--- src/rtl/riscv_pkg.sv ---
// Shared RV32 definitions: M-extension funct3 codes and the mul/div FSM states,
// plus small decode helpers for operand signedness.
package riscv_pkg;

   typedef enum logic [2:0] {
      F3_MUL    = 3'b000,
      F3_MULH   = 3'b001,
      F3_MULHSU = 3'b010,
      F3_MULHU  = 3'b011,
      F3_DIV    = 3'b100,
      F3_DIVU   = 3'b101,
      F3_REM    = 3'b110,
      F3_REMU   = 3'b111
   } muldiv_op_t;

   localparam logic [6:0] F7_MULDIV = 7'b0000001;

   typedef enum logic [1:0] {
      MD_IDLE = 2'b00,
      MD_CALC = 2'b01,
      MD_DONE = 2'b10
   } muldiv_state_t;

   function automatic logic md_is_div(input muldiv_op_t op);
      case (op)
         F3_DIV, F3_DIVU, F3_REM, F3_REMU: md_is_div = 1'b1;
         default:                          md_is_div = 1'b0;
      endcase
   endfunction

   function automatic logic md_a_signed(input muldiv_op_t op);
      case (op)
         F3_MUL, F3_MULH, F3_MULHSU, F3_DIV, F3_REM: md_a_signed = 1'b1;
         default:                                    md_a_signed = 1'b0;
      endcase
   endfunction

   function automatic logic md_b_signed(input muldiv_op_t op);
      case (op)
         F3_MUL, F3_MULH, F3_DIV, F3_REM: md_b_signed = 1'b1;
         default:                         md_b_signed = 1'b0;
      endcase
   endfunction

endpackage

--- src/rtl/riscv_muldiv_step.sv ---
// One radix-2 iteration on unsigned magnitudes: shift-add for multiply,
// restoring shift-subtract for divide. Accumulator is {hi[XLEN:0], lo[XLEN-1:0]}.
module riscv_muldiv_step
   import riscv_pkg::*;
#(
   parameter int XLEN = 32
) (
   input  logic              is_div,
   input  logic [XLEN-1:0]   operand,
   input  logic [2*XLEN:0]   acc_in,
   output logic [2*XLEN:0]   acc_out
);

   logic [2*XLEN:0] shl_s;
   logic [XLEN:0]   sum_s;

   // Single iteration; hi half never overflows because the magnitudes fit XLEN bits.
   always_comb begin
      shl_s   = {acc_in[2*XLEN-1:0], 1'b0};
      sum_s   = acc_in[2*XLEN:XLEN];
      acc_out = acc_in;
      if (is_div) begin
         if (shl_s[2*XLEN:XLEN] >= {1'b0, operand}) begin
            acc_out = {shl_s[2*XLEN:XLEN] - {1'b0, operand}, shl_s[XLEN-1:1], 1'b1};
         end else begin
            acc_out = shl_s;
         end
      end else begin
         if (acc_in[0]) begin
            sum_s = acc_in[2*XLEN:XLEN] + {1'b0, operand};
         end else begin
            sum_s = acc_in[2*XLEN:XLEN];
         end
         acc_out = {1'b0, sum_s, acc_in[XLEN-1:1]};
      end
   end

endmodule

--- src/rtl/riscv_muldiv_unit.sv ---
// Iterative RV32M multiply/divide unit with valid/ready on both sides; one
// operation in flight, UNROLL radix-2 steps per cycle, sign fix-up at the end.
module riscv_muldiv_unit
   import riscv_pkg::*;
#(
   parameter int XLEN   = 32,
   parameter int UNROLL = 1,
   parameter int TAG_W  = 5
) (
   input  logic             clk,
   input  logic             rst_n,
   input  logic             flush,
   input  logic             in_valid,
   output logic             in_ready,
   input  logic [2:0]       in_funct3,
   input  logic [XLEN-1:0]  in_a,
   input  logic [XLEN-1:0]  in_b,
   input  logic [TAG_W-1:0] in_tag,
   output logic             out_valid,
   input  logic             out_ready,
   output logic [XLEN-1:0]  out_result,
   output logic [TAG_W-1:0] out_tag
);

   localparam int STEPS = XLEN / UNROLL;
   localparam int CNT_W = $clog2(STEPS + 1);
   localparam logic [CNT_W-1:0] CNT_INIT = CNT_W'(STEPS);
   localparam logic [CNT_W-1:0] CNT_ONE  = {{(CNT_W-1){1'b0}}, 1'b1};
   localparam logic [CNT_W-1:0] CNT_ZERO = {CNT_W{1'b0}};
   localparam logic [XLEN-1:0]  ZERO_X   = {XLEN{1'b0}};
   localparam logic [XLEN-1:0]  ONES_X   = {XLEN{1'b1}};
   localparam logic [XLEN-1:0]  MIN_X    = {1'b1, {(XLEN-1){1'b0}}};

   muldiv_state_t     state_r, state_nxt_s;
   muldiv_op_t        op_r, op_nxt_s, op_in_s;
   logic [TAG_W-1:0]  tag_r, tag_nxt_s;
   logic [XLEN-1:0]   operand_r, operand_nxt_s;
   logic [2*XLEN:0]   acc_r, acc_nxt_s, step_acc_s;
   logic [CNT_W-1:0]  count_r, count_nxt_s;
   logic              neg_r, neg_nxt_s;
   logic [XLEN-1:0]   result_r, result_nxt_s;
   logic              in_ready_r, out_valid_r;

   logic              a_neg_s, b_neg_s, neg_in_s;
   logic [XLEN-1:0]   a_mag_s, b_mag_s, special_res_s;
   logic              div_zero_s, ovf_s, special_s;
   logic [2*XLEN-1:0] prod_s, prod_fix_s;
   logic [XLEN-1:0]   quot_fix_s, rem_fix_s, final_s;

   // Unrolled datapath: stage g feeds stage g+1 within one clock.
   for (genvar g = 0; g < UNROLL; g++) begin : g_step
      logic [2*XLEN:0] stage_in_s;
      logic [2*XLEN:0] stage_out_s;
      if (g == 0) begin : g_first
         assign stage_in_s = acc_r;
      end else begin : g_next
         assign stage_in_s = g_step[g-1].stage_out_s;
      end
      riscv_muldiv_step #(.XLEN(XLEN)) u_step (
         .is_div  (md_is_div(op_r)),
         .operand (operand_r),
         .acc_in  (stage_in_s),
         .acc_out (stage_out_s)
      );
   end
   assign step_acc_s = g_step[UNROLL-1].stage_out_s;

   // Request decode: magnitudes, result sign and the two short-circuit cases.
   always_comb begin
      op_in_s    = muldiv_op_t'(in_funct3);
      a_neg_s    = md_a_signed(op_in_s) & in_a[XLEN-1];
      b_neg_s    = md_b_signed(op_in_s) & in_b[XLEN-1];
      if (a_neg_s) begin
         a_mag_s = -in_a;
      end else begin
         a_mag_s = in_a;
      end
      if (b_neg_s) begin
         b_mag_s = -in_b;
      end else begin
         b_mag_s = in_b;
      end
      div_zero_s = (in_b == ZERO_X);
      ovf_s      = ((op_in_s == F3_DIV) || (op_in_s == F3_REM)) &&
                   (in_a == MIN_X) && (in_b == ONES_X);
      special_s  = md_is_div(op_in_s) && (div_zero_s || ovf_s);
      case (op_in_s)
         F3_DIV, F3_DIVU: special_res_s = div_zero_s ? ONES_X : MIN_X;
         F3_REM, F3_REMU: special_res_s = div_zero_s ? in_a : ZERO_X;
         default:         special_res_s = ZERO_X;
      endcase
      // Remainder follows the dividend; everything else is the xor of signs.
      if ((op_in_s == F3_REM) || (op_in_s == F3_REMU)) begin
         neg_in_s = a_neg_s;
      end else begin
         neg_in_s = a_neg_s ^ b_neg_s;
      end
   end

   // Sign correction and result selection from the last step's output.
   always_comb begin
      prod_s = step_acc_s[2*XLEN-1:0];
      if (neg_r) begin
         prod_fix_s = -prod_s;
         quot_fix_s = -step_acc_s[XLEN-1:0];
         rem_fix_s  = -step_acc_s[2*XLEN-1:XLEN];
      end else begin
         prod_fix_s = prod_s;
         quot_fix_s = step_acc_s[XLEN-1:0];
         rem_fix_s  = step_acc_s[2*XLEN-1:XLEN];
      end
      case (op_r)
         F3_MUL:                       final_s = prod_fix_s[XLEN-1:0];
         F3_MULH, F3_MULHSU, F3_MULHU: final_s = prod_fix_s[2*XLEN-1:XLEN];
         F3_DIV, F3_DIVU:              final_s = quot_fix_s;
         F3_REM, F3_REMU:              final_s = rem_fix_s;
         default:                      final_s = ZERO_X;
      endcase
   end

   // Next-state and datapath-load logic; flush overrides everything.
   always_comb begin
      state_nxt_s   = state_r;
      op_nxt_s      = op_r;
      tag_nxt_s     = tag_r;
      operand_nxt_s = operand_r;
      acc_nxt_s     = acc_r;
      count_nxt_s   = count_r;
      neg_nxt_s     = neg_r;
      result_nxt_s  = result_r;
      case (state_r)
         MD_IDLE: begin
            if (flush) begin
               state_nxt_s = MD_IDLE;
            end else if (in_valid) begin
               op_nxt_s      = op_in_s;
               tag_nxt_s     = in_tag;
               operand_nxt_s = b_mag_s;
               acc_nxt_s     = {{(XLEN+1){1'b0}}, a_mag_s};
               neg_nxt_s     = neg_in_s;
               if (special_s) begin
                  result_nxt_s = special_res_s;
                  count_nxt_s  = CNT_ZERO;
                  state_nxt_s  = MD_DONE;
               end else begin
                  count_nxt_s  = CNT_INIT;
                  state_nxt_s  = MD_CALC;
               end
            end else begin
               state_nxt_s = MD_IDLE;
            end
         end
         MD_CALC: begin
            if (flush) begin
               count_nxt_s = CNT_ZERO;
               state_nxt_s = MD_IDLE;
            end else begin
               acc_nxt_s   = step_acc_s;
               count_nxt_s = count_r - CNT_ONE;
               if (count_r == CNT_ONE) begin
                  result_nxt_s = final_s;
                  state_nxt_s  = MD_DONE;
               end else begin
                  state_nxt_s  = MD_CALC;
               end
            end
         end
         MD_DONE: begin
            if (flush || out_ready) begin
               state_nxt_s = MD_IDLE;
            end else begin
               state_nxt_s = MD_DONE;
            end
         end
         default: begin
            state_nxt_s = MD_IDLE;
         end
      endcase
   end

   // State, datapath and registered handshake outputs.
   always_ff @(posedge clk or negedge rst_n) begin
      if (!rst_n) begin
         state_r     <= MD_IDLE;
         op_r        <= F3_MUL;
         tag_r       <= {TAG_W{1'b0}};
         operand_r   <= ZERO_X;
         acc_r       <= {(2*XLEN+1){1'b0}};
         count_r     <= CNT_ZERO;
         neg_r       <= 1'b0;
         result_r    <= ZERO_X;
         in_ready_r  <= 1'b1;
         out_valid_r <= 1'b0;
      end else begin
         state_r     <= state_nxt_s;
         op_r        <= op_nxt_s;
         tag_r       <= tag_nxt_s;
         operand_r   <= operand_nxt_s;
         acc_r       <= acc_nxt_s;
         count_r     <= count_nxt_s;
         neg_r       <= neg_nxt_s;
         result_r    <= result_nxt_s;
         in_ready_r  <= (state_nxt_s == MD_IDLE);
         out_valid_r <= (state_nxt_s == MD_DONE);
      end
   end

   assign in_ready   = in_ready_r;
   assign out_valid  = out_valid_r;
   assign out_result = result_r;
   assign out_tag    = tag_r;

endmodule
--- config.mk ---
export PLATFORM = sky130hd
export DESIGN_NAME = riscv_muldiv_unit
export DESIGN_NICKNAME = d
export VERILOG_FILES = /design/src/rtl/riscv_pkg.sv /design/src/rtl/riscv_muldiv_step.sv /design/src/rtl/riscv_muldiv_unit.sv
export SDC_FILE = /design/constraint.sdc
export NUM_CORES = 1
export LEC_CHECK = 0
export BUFFER_PORTS_ARGS = -buffer_cell sky130_fd_sc_hd__clkbuf_2
export CAP_MARGIN = 20
export CORE_ASPECT_RATIO = 2
export CORE_MARGIN = 2
export CORE_UTILIZATION = 50
export DETAILED_ROUTE_END_ITERATION = 8
export HOLD_SLACK_MARGIN = 0.15
export PLACE_DENSITY = 0.68
export SYNTH_ARGS = -nofsm -noshare
export SYNTH_HDL_FRONTEND = slang
export SYNTH_SLANG_ARGS = --single-unit
--- constraint.sdc ---
create_clock -name clk -period 6.8 [get_ports clk]
set_input_delay 0.68 -clock clk [delete_from_list [all_inputs] [get_ports clk]]
set_output_delay 0.68 -clock clk [all_outputs]
set_load 0.1 [all_outputs]
; ---- Word level (Yosys, flattened, before mapping)
; Cells that the tools add are included.
[word_totals]
inputBits = 77
reg_bits = 148
[op_classes]
bitwise = 4
n_lt_le_gt_ge = 1
n_eq_ne = 24
reduce_logical = 26
n_addsub = 8
muxes = 39
[ops]
columns = op, n
row1 = 65-bit 2-to-1 mux, 5
row2 = 32-bit 2-to-1 mux, 10
row3 = 65-bit case mux with 2 select lines, 1
row4 = 32-bit negator, 4
row5 = 32-bit case mux with 2 select lines, 2
row6 = 32-bit case mux with 4 select lines, 1
row7 = 32-bit equality test (second input constant), 2
row8 = 64-bit 2-to-1 mux, 1
row9 = 64-bit negator, 1
row10 = 33-bit by 32-bit adder with 33-bit output, 1
row11 = 33-bit by 32-bit >= comparator with 1-bit output, 1
row12 = 33-bit 2-to-1 mux, 1
row13 = 33-bit by 32-bit subtractor with 33-bit output, 1
row14 = 32-bit zero test, 1
row15 = 31-bit 2-to-1 mux, 1
row16 = 3-bit equality test (second input constant), 8
row17 = 6-bit 2-to-1 mux, 4
row18 = 2-bit 2-to-1 mux, 6
row19 = 6-bit case mux with 2 select lines, 1
row20 = 4-bit OR reduction, 3
row21 = 2-bit != test (second input constant), 5
row22 = 3-bit by 2-bit equality test with 1-bit output (second input constant), 3
row23 = 2-bit OR reduction, 4
row24 = 3-bit by 1-bit equality test with 1-bit output (second input constant), 2
row25 = other kinds (19), 33

; ---- Depth between registers and ports, before layout
; Gate-level depths: netlist of the first run.
[logic_depth]
ltp_word = 11
depth_mapped = 23
depth_no_buf = 19

; ---- Cells and area by module
; A second synthesis of the first run with hierarchy kept.
[unflattened]
cells_unflattened = 2016
hier_area_um2 = 15318.4
[modules_own_cells]
columns = mod, area_each_um2, seq_area_each_um2, cells_per_inst, n_inst
row1 = riscv_muldiv_unit, 10467.5, 3704.8, 1309, 1
row2 = riscv_muldiv_step, 4850.9, 0.0, 707, 1

; ---- Least setup slack after synthesis of the first run
; OpenSTA, ideal clock, no wires.
[synth_path]
path_kind = reg2reg
start = register acc_r[61]
end = register result_r[30] (netlist: out_result[30])
path_stages_with_launch = 22
path_buffers = 4
arrival_ns = 4.711
required_ns = 6.682
slack_ns = 1.971
cell_sequence = dfrtp_1 ha_1 buf_2 a21o_1 a211o_1 a41oi_2 and3_4 buf_6 buf_2 a31o_2 buf_2 ha_1 o2111ai_1 nor3_1 nand3_1 o31ai_1 nand2_1 a21oi_1 nor2_1 or4b_1 o31a_1 a21o_1
[synth_via]
elab_chain_len = 9
[synth_lines]
columns = item, line_no
row1 = "start, declared", riscv_muldiv_unit.sv:38  ; logic [2*XLEN:0] acc_r, acc_nxt_s, step_acc_s;
row2 = "start signal, assigned", riscv_muldiv_unit.sv:188  ; acc_r <= {(2*XLEN+1){1'b0}};
row3 = "start signal, assigned", riscv_muldiv_unit.sv:199  ; acc_r <= acc_nxt_s;
row4 = "33-bit by 32-bit adder with 33-bit output, or another cell as far along", riscv_muldiv_step.sv:30  ; sum_s = acc_in[2*XLEN:XLEN] + {1'b0, operand};
row5 = 33-bit 2-to-1 mux or 65-bit 2-to-1 mux (tied branches), "riscv_muldiv_step.sv:29, riscv_muldiv_step.sv:23"
row6 = 65-bit 2-to-1 mux *, riscv_muldiv_step.sv:22  ; if (is_div) begin
row7 = "64-bit negator, or another cell as far along", riscv_muldiv_unit.sv:104  ; prod_fix_s = -prod_s;
row8 = 64-bit 2-to-1 mux or 32-bit 2-to-1 mux (tied branches), riscv_muldiv_unit.sv:103  ; if (neg_r) begin
row9 = 32-bit case mux with 4 select lines *, riscv_muldiv_unit.sv:112  ; case (op_r)
row10 = 32-bit 2-to-1 mux *, riscv_muldiv_unit.sv:160  ; if (count_r == CNT_ONE) begin
row11 = 32-bit 2-to-1 mux *, riscv_muldiv_unit.sv:154  ; if (flush) begin
row12 = 32-bit case mux with 2 select lines *, riscv_muldiv_unit.sv:131  ; case (state_r)
row13 = "end signal, assigned", riscv_muldiv_unit.sv:202  ; result_r <= result_nxt_s;
row14 = "end, declared", riscv_muldiv_unit.sv:41  ; logic [XLEN-1:0] result_r, result_nxt_s;
; Mark *: on every way between the ends. The rest lies on a longest branch, timed or not. The select of a mux whose other input is x is not followed.
; A chain may end at the register's enable or synchronous reset.

; ---- Worst setup path after layout of the first run
[layout_path]
start = register operand_r[31]
end = register result_r[2] (netlist: out_result[2])
[layout_via]
elab_chain_len = 9
[layout_lines]
columns = item, line_no
row1 = "start, declared", riscv_muldiv_unit.sv:37  ; logic [XLEN-1:0] operand_r, operand_nxt_s;
row2 = "start signal, assigned", riscv_muldiv_unit.sv:198  ; operand_r <= operand_nxt_s;
row3 = 33-bit by 32-bit >= comparator with 1-bit output *, riscv_muldiv_step.sv:23  ; if (shl_s[2*XLEN:XLEN] >= {1'b0, operand}) begin
row4 = 65-bit 2-to-1 mux *, riscv_muldiv_step.sv:23
row5 = 65-bit 2-to-1 mux *, riscv_muldiv_step.sv:22
row6 = "64-bit negator, or another cell as far along", riscv_muldiv_unit.sv:104
row7 = 64-bit 2-to-1 mux or 32-bit 2-to-1 mux (tied branches), riscv_muldiv_unit.sv:103
row8 = 32-bit case mux with 4 select lines *, riscv_muldiv_unit.sv:112
row9 = 32-bit 2-to-1 mux *, riscv_muldiv_unit.sv:160
row10 = 32-bit 2-to-1 mux *, riscv_muldiv_unit.sv:154
row11 = 32-bit case mux with 2 select lines *, riscv_muldiv_unit.sv:131
; Marked as above.

==> impl_metrics.toml, run 1 <==
[run_status]
status = "complete, no violations"

[drt]
routed_wl_um = 76600
wl_per_cell_um = 29.5
first_pass_iters = 7
drc_errors = 0
avgViaCountPerCell = 6.88
drt-initial-drc-count = 1768
ant_nets = 0
vias = 17836

[sta]
skew_ns = 0.0113
hold_viol_final = 0
fmax_mhz = 163
period_share = 0.902
finalCriticalPeriod_ns = 6.13
setup_viol_count_final = 0
setup_ws_ns = 0.666
worstMarginPinSlew_ns = 1.22
rsz0062_at_grt = "no"
slew_headroom = 0.160
tns_ns = 0
drv_slew = 0

[logic_synthesis]
synthFlopType = "dfrtp_1"
ys_seq_area_frac = 0.233
synth_nets = 2258
synthCells = 2109
avgSynthCellArea_um2 = 7.54
synthArstFlopShare = 1.00
syn_area_um2 = 15900
synth_cell_types = 108
ys_ff_latch = 148
synth_edf_count = 0
yosys_warnings = 0

[place]
dp_slack_ns = 0.985
hpwl_um = 57700
port_buffers = 115
place_congestion = 1.06
dp_cells = 2554

[final_layout]
finalNetCount = 2304
area_growth_pct = 9.70
fin_util = 0.555
fin_cells = 2593
fillCellCount = 3132
drive_gt1_frac = 0.125

[hold_path]
min_path_type = "input port to asynchronous set/reset pin"

[power_and_ir_drop]
powerDensity_nw_per_um2 = 611
peakVddDrop_mv = 0.499
power_mw = 10.7
p_leak_nw = 7.30

[die]
fp.dieW_um = 130
num_rows = 92
initial_core_util = 0.506
core-area_um2 = 31400
dieArea_um2 = 33300
fp.dieH_um = 256
ios = 116

[clock_network]
path_clk_slew_ns = 0.08
clk_path_buf_depth = 2
cts.sinks = 148
cts_buffers = 17
post_cts_buffers = 0
cts_tree = "yes"
insertion_delay_ns = 0.47
cts.repair.resized = 0
cts_htree_levels = 4
holdBufCountCts = 0
clockRootBuffer = "clkbuf_16"

[global_route]
grt.overflow.total = 0
grt_usage = 0.470
grt_pass1_vias = 17999
grt_pass1_wl_um = 115000
antenna_found_initial = 3
grt_max_degree = 81

[worst_setup_path]
path_class = "flip-flop to flip-flop"
endpoint_kind = "flip-flop"
critical_path_required_ns = 7.13
cp_cell_sequence = "inv_1 > ha_1 > nand3_1 > or2_1 > a2bb2oi_1 > and3_4 > a31o_2 > ha_1 > o2111ai_1 > nor3_1 > nand3_1 > o31ai_1 > nand2_1 > a21oi_1 > nor2_1 > inv_1 > a21oi_1 > o311ai_0 > a31oi_1"
slowest_delay_ns = 0.54
cpMaxStageDelayCell = "nor3_1"
worstPathArrival_ns = 6.46
critPathLaunchType = "flip-flop"
worst-path-max-fanout = 8

[run]
maxCapViolCount = 0
[layout make-up]
cell class                 count  area, µm²  area share
sequential                   148       3710       0.213
tap                          423        529      0.0303
multi-input combinational   1769      11400       0.655
inverter                      59        221      0.0127
antenna                        2       5.00    0.000287
clock buffer                  17        425      0.0244
clock inverter                15        189      0.0108
timing repair buffer         160        932      0.0534
[cell families (layout without fill, tap and decap cells)]
kind of cell | count (synthesis) | after routing | share of synthesized area
compound gates | 760 | 760 | 0.321
simple gates | 748 | 748 | 0.230
buf+inv | 192 | 251 | 0.0504
flops | 148 | 148 | 0.233
xor+xnor | 139 | 139 | 0.0765
fa+ha+maj | 72 | 72 | 0.0576
mux | 50 | 50 | 0.0320
other cells | 0 | 2 | 0
[Yosys cell counts, types with 7 or more instances]
cell / number / share of area
a21o_1: 28 / 0.013
a221oi_1: 11 / 0.0061
a31oi_1: 32 / 0.013
nor3_1: 50 / 0.016
a211oi_1: 26 / 0.012
nand2b_1: 21 / 0.0083
a22o_1: 17 / 0.0094
o211ai_1: 25 / 0.012
o211a_1: 12 / 0.0076
clkbuf_1: 89 / 0.021
or3_1: 21 / 0.0083
o22ai_1: 11 / 0.0043
o41ai_1: 11 / 0.0061
and3_1: 11 / 0.0043
a41oi_1: 7 / 0.0039
nor2_1: 183 / 0.043
a211o_1: 10 / 0.0055
buf_1: 7 / 0.0017
o21a_1: 22 / 0.010
mux2_2: 7 / 0.0050
o21ai_1: 9 / 0.0028
a21oi_1: 179 / 0.056
o2111ai_1: 9 / 0.0050
ha_1: 70 / 0.055
nand2_1: 253 / 0.060
xor2_1: 63 / 0.035
dfrtp_1: 147 / 0.23
nor2b_1: 11 / 0.0043
mux2i_1: 43 / 0.027
or4_1: 10 / 0.0047
nor4_1: 20 / 0.0079
o221ai_1: 7 / 0.0039
or2_2: 9 / 0.0035
nand3_1: 54 / 0.017
nand4_1: 41 / 0.016
o21bai_1: 10 / 0.0047
and2_1: 11 / 0.0043
o31ai_1: 29 / 0.014
buf_2: 29 / 0.0091
o21ai_0: 212 / 0.067
xnor2_1: 76 / 0.042
nor3b_1: 11 / 0.0052
inv_1: 58 / 0.014
[metrics by stage]
stage / cell area, µm² / hold slack, ns
4_1_cts: 17400 / 0.305
3_5_place_dp: 16800 / 0.461
5_1_grt: 17400 / 0.322
3_3_place_gp: 16800 / 0.451
6_report: 17400 / 0.252
2_1_floorplan: 15900 / 0.384
[flip-flops by register name, indices dropped and copies added (netlist names)]
name / flops
op_r: 3
operand_r: 32
out_valid: 1
out_tag: 5
acc_r: 65
state_r: 2
out_result: 32
neg_r: 1
in_ready: 1
count_r: 6
[worst paths after layout]
check | from | to | slack [ns] | depth (start not counted)
max | operand_r[31] | out_result[2] | 0.67 | 19
min | rst_n | count_r[2] | 0.25 | 1
max reg2reg | operand_r[31] | out_result[2] | 0.67 | 19
min reg2reg | out_tag[0] | out_tag[0] | 0.47 | 2
max in group asynchronous | rst_n | acc_r[59] | 5.01 | 2
min in group clk | in_tag[1] | out_tag[1] | 0.40 | 3
[critical path, delay by kind of cell (launching register included)]
kind | cells | cell delay [ns]
AOI/OAI and AO/OA | 8 | 2.40
and+or+nand+nor | 7 | 1.88
adders and majority gates | 2 | 0.65
buffers and inverters | 2 | 0.60
DFF | 1 | 0.44
[per-layer routing]
metal  wire [µm]  part of all wire  GRT usage
met5           0                 0    0.00619
met4       10300              0.13      0.500
met3        5720             0.075      0.156
met2       36400              0.47      0.746
met1       24200              0.32      0.443
[where the power goes]
part	switching [mW]	total [mW]	leakage, nW	internal, mW
Clock	0.487	1.05	0.296	0.559
Combinational	5.57	7.96	5.13	2.39
Sequential	0.452	1.66	1.87	1.20
Total	6.51	10.7	7.30	4.16
[cell usage in the layout, fill, tap and decap left out, drive strengths merged, types with 45 or more instances in the layout]
cell type    n
nor3        50
clkbuf     132
ha          70
xor2        63
buf         45
nand3       58
inv         66
nand2      256
a21oi      183
o21ai      222
dfrtp      147
nor2       185
xnor2       76
Note: power is estimated with default switching activity, not from simulation.
==> inputs of run 2 (changes only) <==
- CORE_UTILIZATION: 50 -> 44
- PLACE_DENSITY: 0.68 -> default
==> impl_metrics.toml, run 2 (synthesis gave the netlist of run 1 again) <==
[run_status]
status = "complete, no violations"

[worst_setup_path]
worst-path-max-fanout = 21
critPathLaunchType = "flip-flop"
worst-r2r-cell-count = 18
r2r_start = "operand_r[31]"
endpoint_kind = "flip-flop"
slowest_delay_ns = 0.52
worstPathArrival_ns = 6.46
r2r_end = "out_result[30]"
critical_path_required_ns = 7.17
cp_cell_sequence = "inv_1 > ha_1 > nand3_1 > or2_1 > a2bb2oi_1 > and3_4 > a31o_2 > ha_1 > o2111ai_1 > nor3_1 > nand3_1 > o31ai_1 > nand2_1 > a21oi_1 > nor2_1 > or4b_1 > o31a_1 > a21o_1"
r2r_slack_ns = 0.71
cpMaxStageDelayCell = "nor3_1"
crit_buf_inv = 1
cpLargestDelayFamily = "simple AND/OR/NAND/NOR gates"
path_class = "flip-flop to flip-flop"

[final_layout]
regMostFlops = "acc_r"
drive_gt1_frac = 0.122
fin_util = 0.488
fin_cells = 2610
layout_common_cells = "nand2_1, o21ai_0, nor2_1"
fin_area_um2 = 17400
largest_reg_flops = 65
area_growth_pct = 9.53
finalNetCount = 2295
layout_commonest_cell = "nand2_1"

[power_and_ir_drop]
powerDensity_nw_per_um2 = 602
p_switching_mw = 6.32
p_leak_nw = 7.26
p_seq_frac = 0.157
cell_internal_pwr_mw = 4.17
peakVddDrop_mv = 0.405
power.share.combinational = 0.743
pwr-share-clk = 0.100
swShare = 0.603

[hold_path]
min_path_type = "input port to asynchronous set/reset pin"

[clock_network]
cts.sinks = 148
cts_tree = "yes"
holdBufCountCts = 0
insertion_delay_ns = 0.47
path_clk_slew_ns = 0.07
clk_path_buf_depth = 2
clockRootBuffer = "clkbuf_16"
cts_htree_levels = 4
post_cts_buffers = 0
cts.repair.resized = 0
cts_buffers = 17

[sta]
drv_slew = 0
skew_ns = 0.0124
worstMarginPinSlew_ns = 1.25
tns_ns = 0
hold_viol_final = 0
rsz0062_at_grt = "no"
finalCriticalPeriod_ns = 6.09
period_share = 0.896
fmax_mhz = 164
setup_viol_count_final = 0
slew_headroom = 0.164

[global_route]
grt.overflow.total = 0
antenna_found_initial = 3
grt_pass1_vias = 17459
grt_usage = 0.390
grt_max_degree = 85
grt_pass1_wl_um = 111000

[die]
dieArea_um2 = 37800
core-area_um2 = 35700
fp.dieH_um = 273
fp.dieW_um = 138
ios = 116
initial_core_util = 0.446
num_rows = 98

[drt]
vias = 17358
drc_errors = 0
ant_nets = 0
wl_per_cell_um = 28.5
first_pass_iters = 6
avgViaCountPerCell = 6.65
drt-initial-drc-count = 1519
routed_wl_um = 74500

[place]
place_congestion = 1.02
port_buffers = 115
dpl_cell_area_um2 = 16800
hpwl_um = 58200
dp_cells = 2577

[run]
maxCapViolCount = 0
## run 2: cell count changes in the layout (fill, tap and decap cells not counted), sizes merged
| cell | before | now |
|---|---|---|
| buf | 45 | 37 |
| diode | 2 | 1 |
| clkinv | 4 | 5 |
| bufinv | 2 | 3 |
| clkbuf | 132 | 131 |
| inv | 66 | 64 |
## run 2: power groups by stage
stage | combinational [mW] | clock (mW) | sequential, mW
finish | 7.79 | 1.05 | 1.65
global route | 8.21 | 1.09 | 1.69
CTS | 7.57 | 1.06 | 1.64
detailed placement | 7.53 | 0 | 1.65
global placement | 7.53 | 0 | 1.63
floorplan | 4.65 | 0 | 2.18
## run 2: layout make-up
type	instances	area (µm²)
Clock buffer	17	425
Fill cell	3699	18300
Sequential cell	148	3710
Tap cell	450	563
Antenna cell	1	2.50
Multi-Input combinational cell	1769	11400
Clock inverter	15	194
Inverter	59	221
Timing Repair Buffer	151	862
## run 2: worst register-to-register path: stages, from the launching register on
cell and delay, ns:
dfrtp_1 0.41, inv_1 0.27, ha_1 0.37, nand3_1 0.14
or2_1 0.25, a2bb2oi_1 0.33, and3_4 0.47, a31o_2 0.40
ha_1 0.25, o2111ai_1 0.23, nor3_1 0.52, nand3_1 0.19
o31ai_1 0.37, nand2_1 0.31, a21oi_1 0.49, nor2_1 0.19
or4b_1 0.51, o31a_1 0.12, a21o_1 0.17
## run 2: per-stage QoR
step / worst slack [ns] / hold slack (ns) / power [mW]
after floorplan: 1.97 / 0.384 / 6.84
after CTS: 0.873 / 0.306 / 10.3
after detailed placement: 0.916 / 0.456 / 9.18
after global routing: 0.449 / 0.349 / 11.0
final: 0.708 / 0.262 / 10.5
after global placement: 1.02 / 0.457 / 9.17
## run 2: worst max-delay path by stage
stage | slack, ns | endpoint | startpoint | cells past startpoint
finish | 0.71 | out_result[30] | operand_r[31] | 18
global route | 0.45 | out_result[2] | acc_r[49] | 18
CTS | 0.87 | out_result[30] | operand_r[31] | 18
detailed placement | 0.92 | out_result[30] | operand_r[31] | 18
global placement | 1.02 | out_result[30] | operand_r[31] | 18
floorplan | 1.97 | out_result[30] | acc_r[61] | 21
## run 2: layer usage
layer  wire [µm]  share of wire  vias up  GRT usage
li1            -              -     7923          -
met1       24000           0.32     8327      0.366
met2       37700           0.51      765      0.708
met3        3460          0.046      339     0.0520
met4        9250           0.12        4      0.397
met5          20        0.00027        -          0
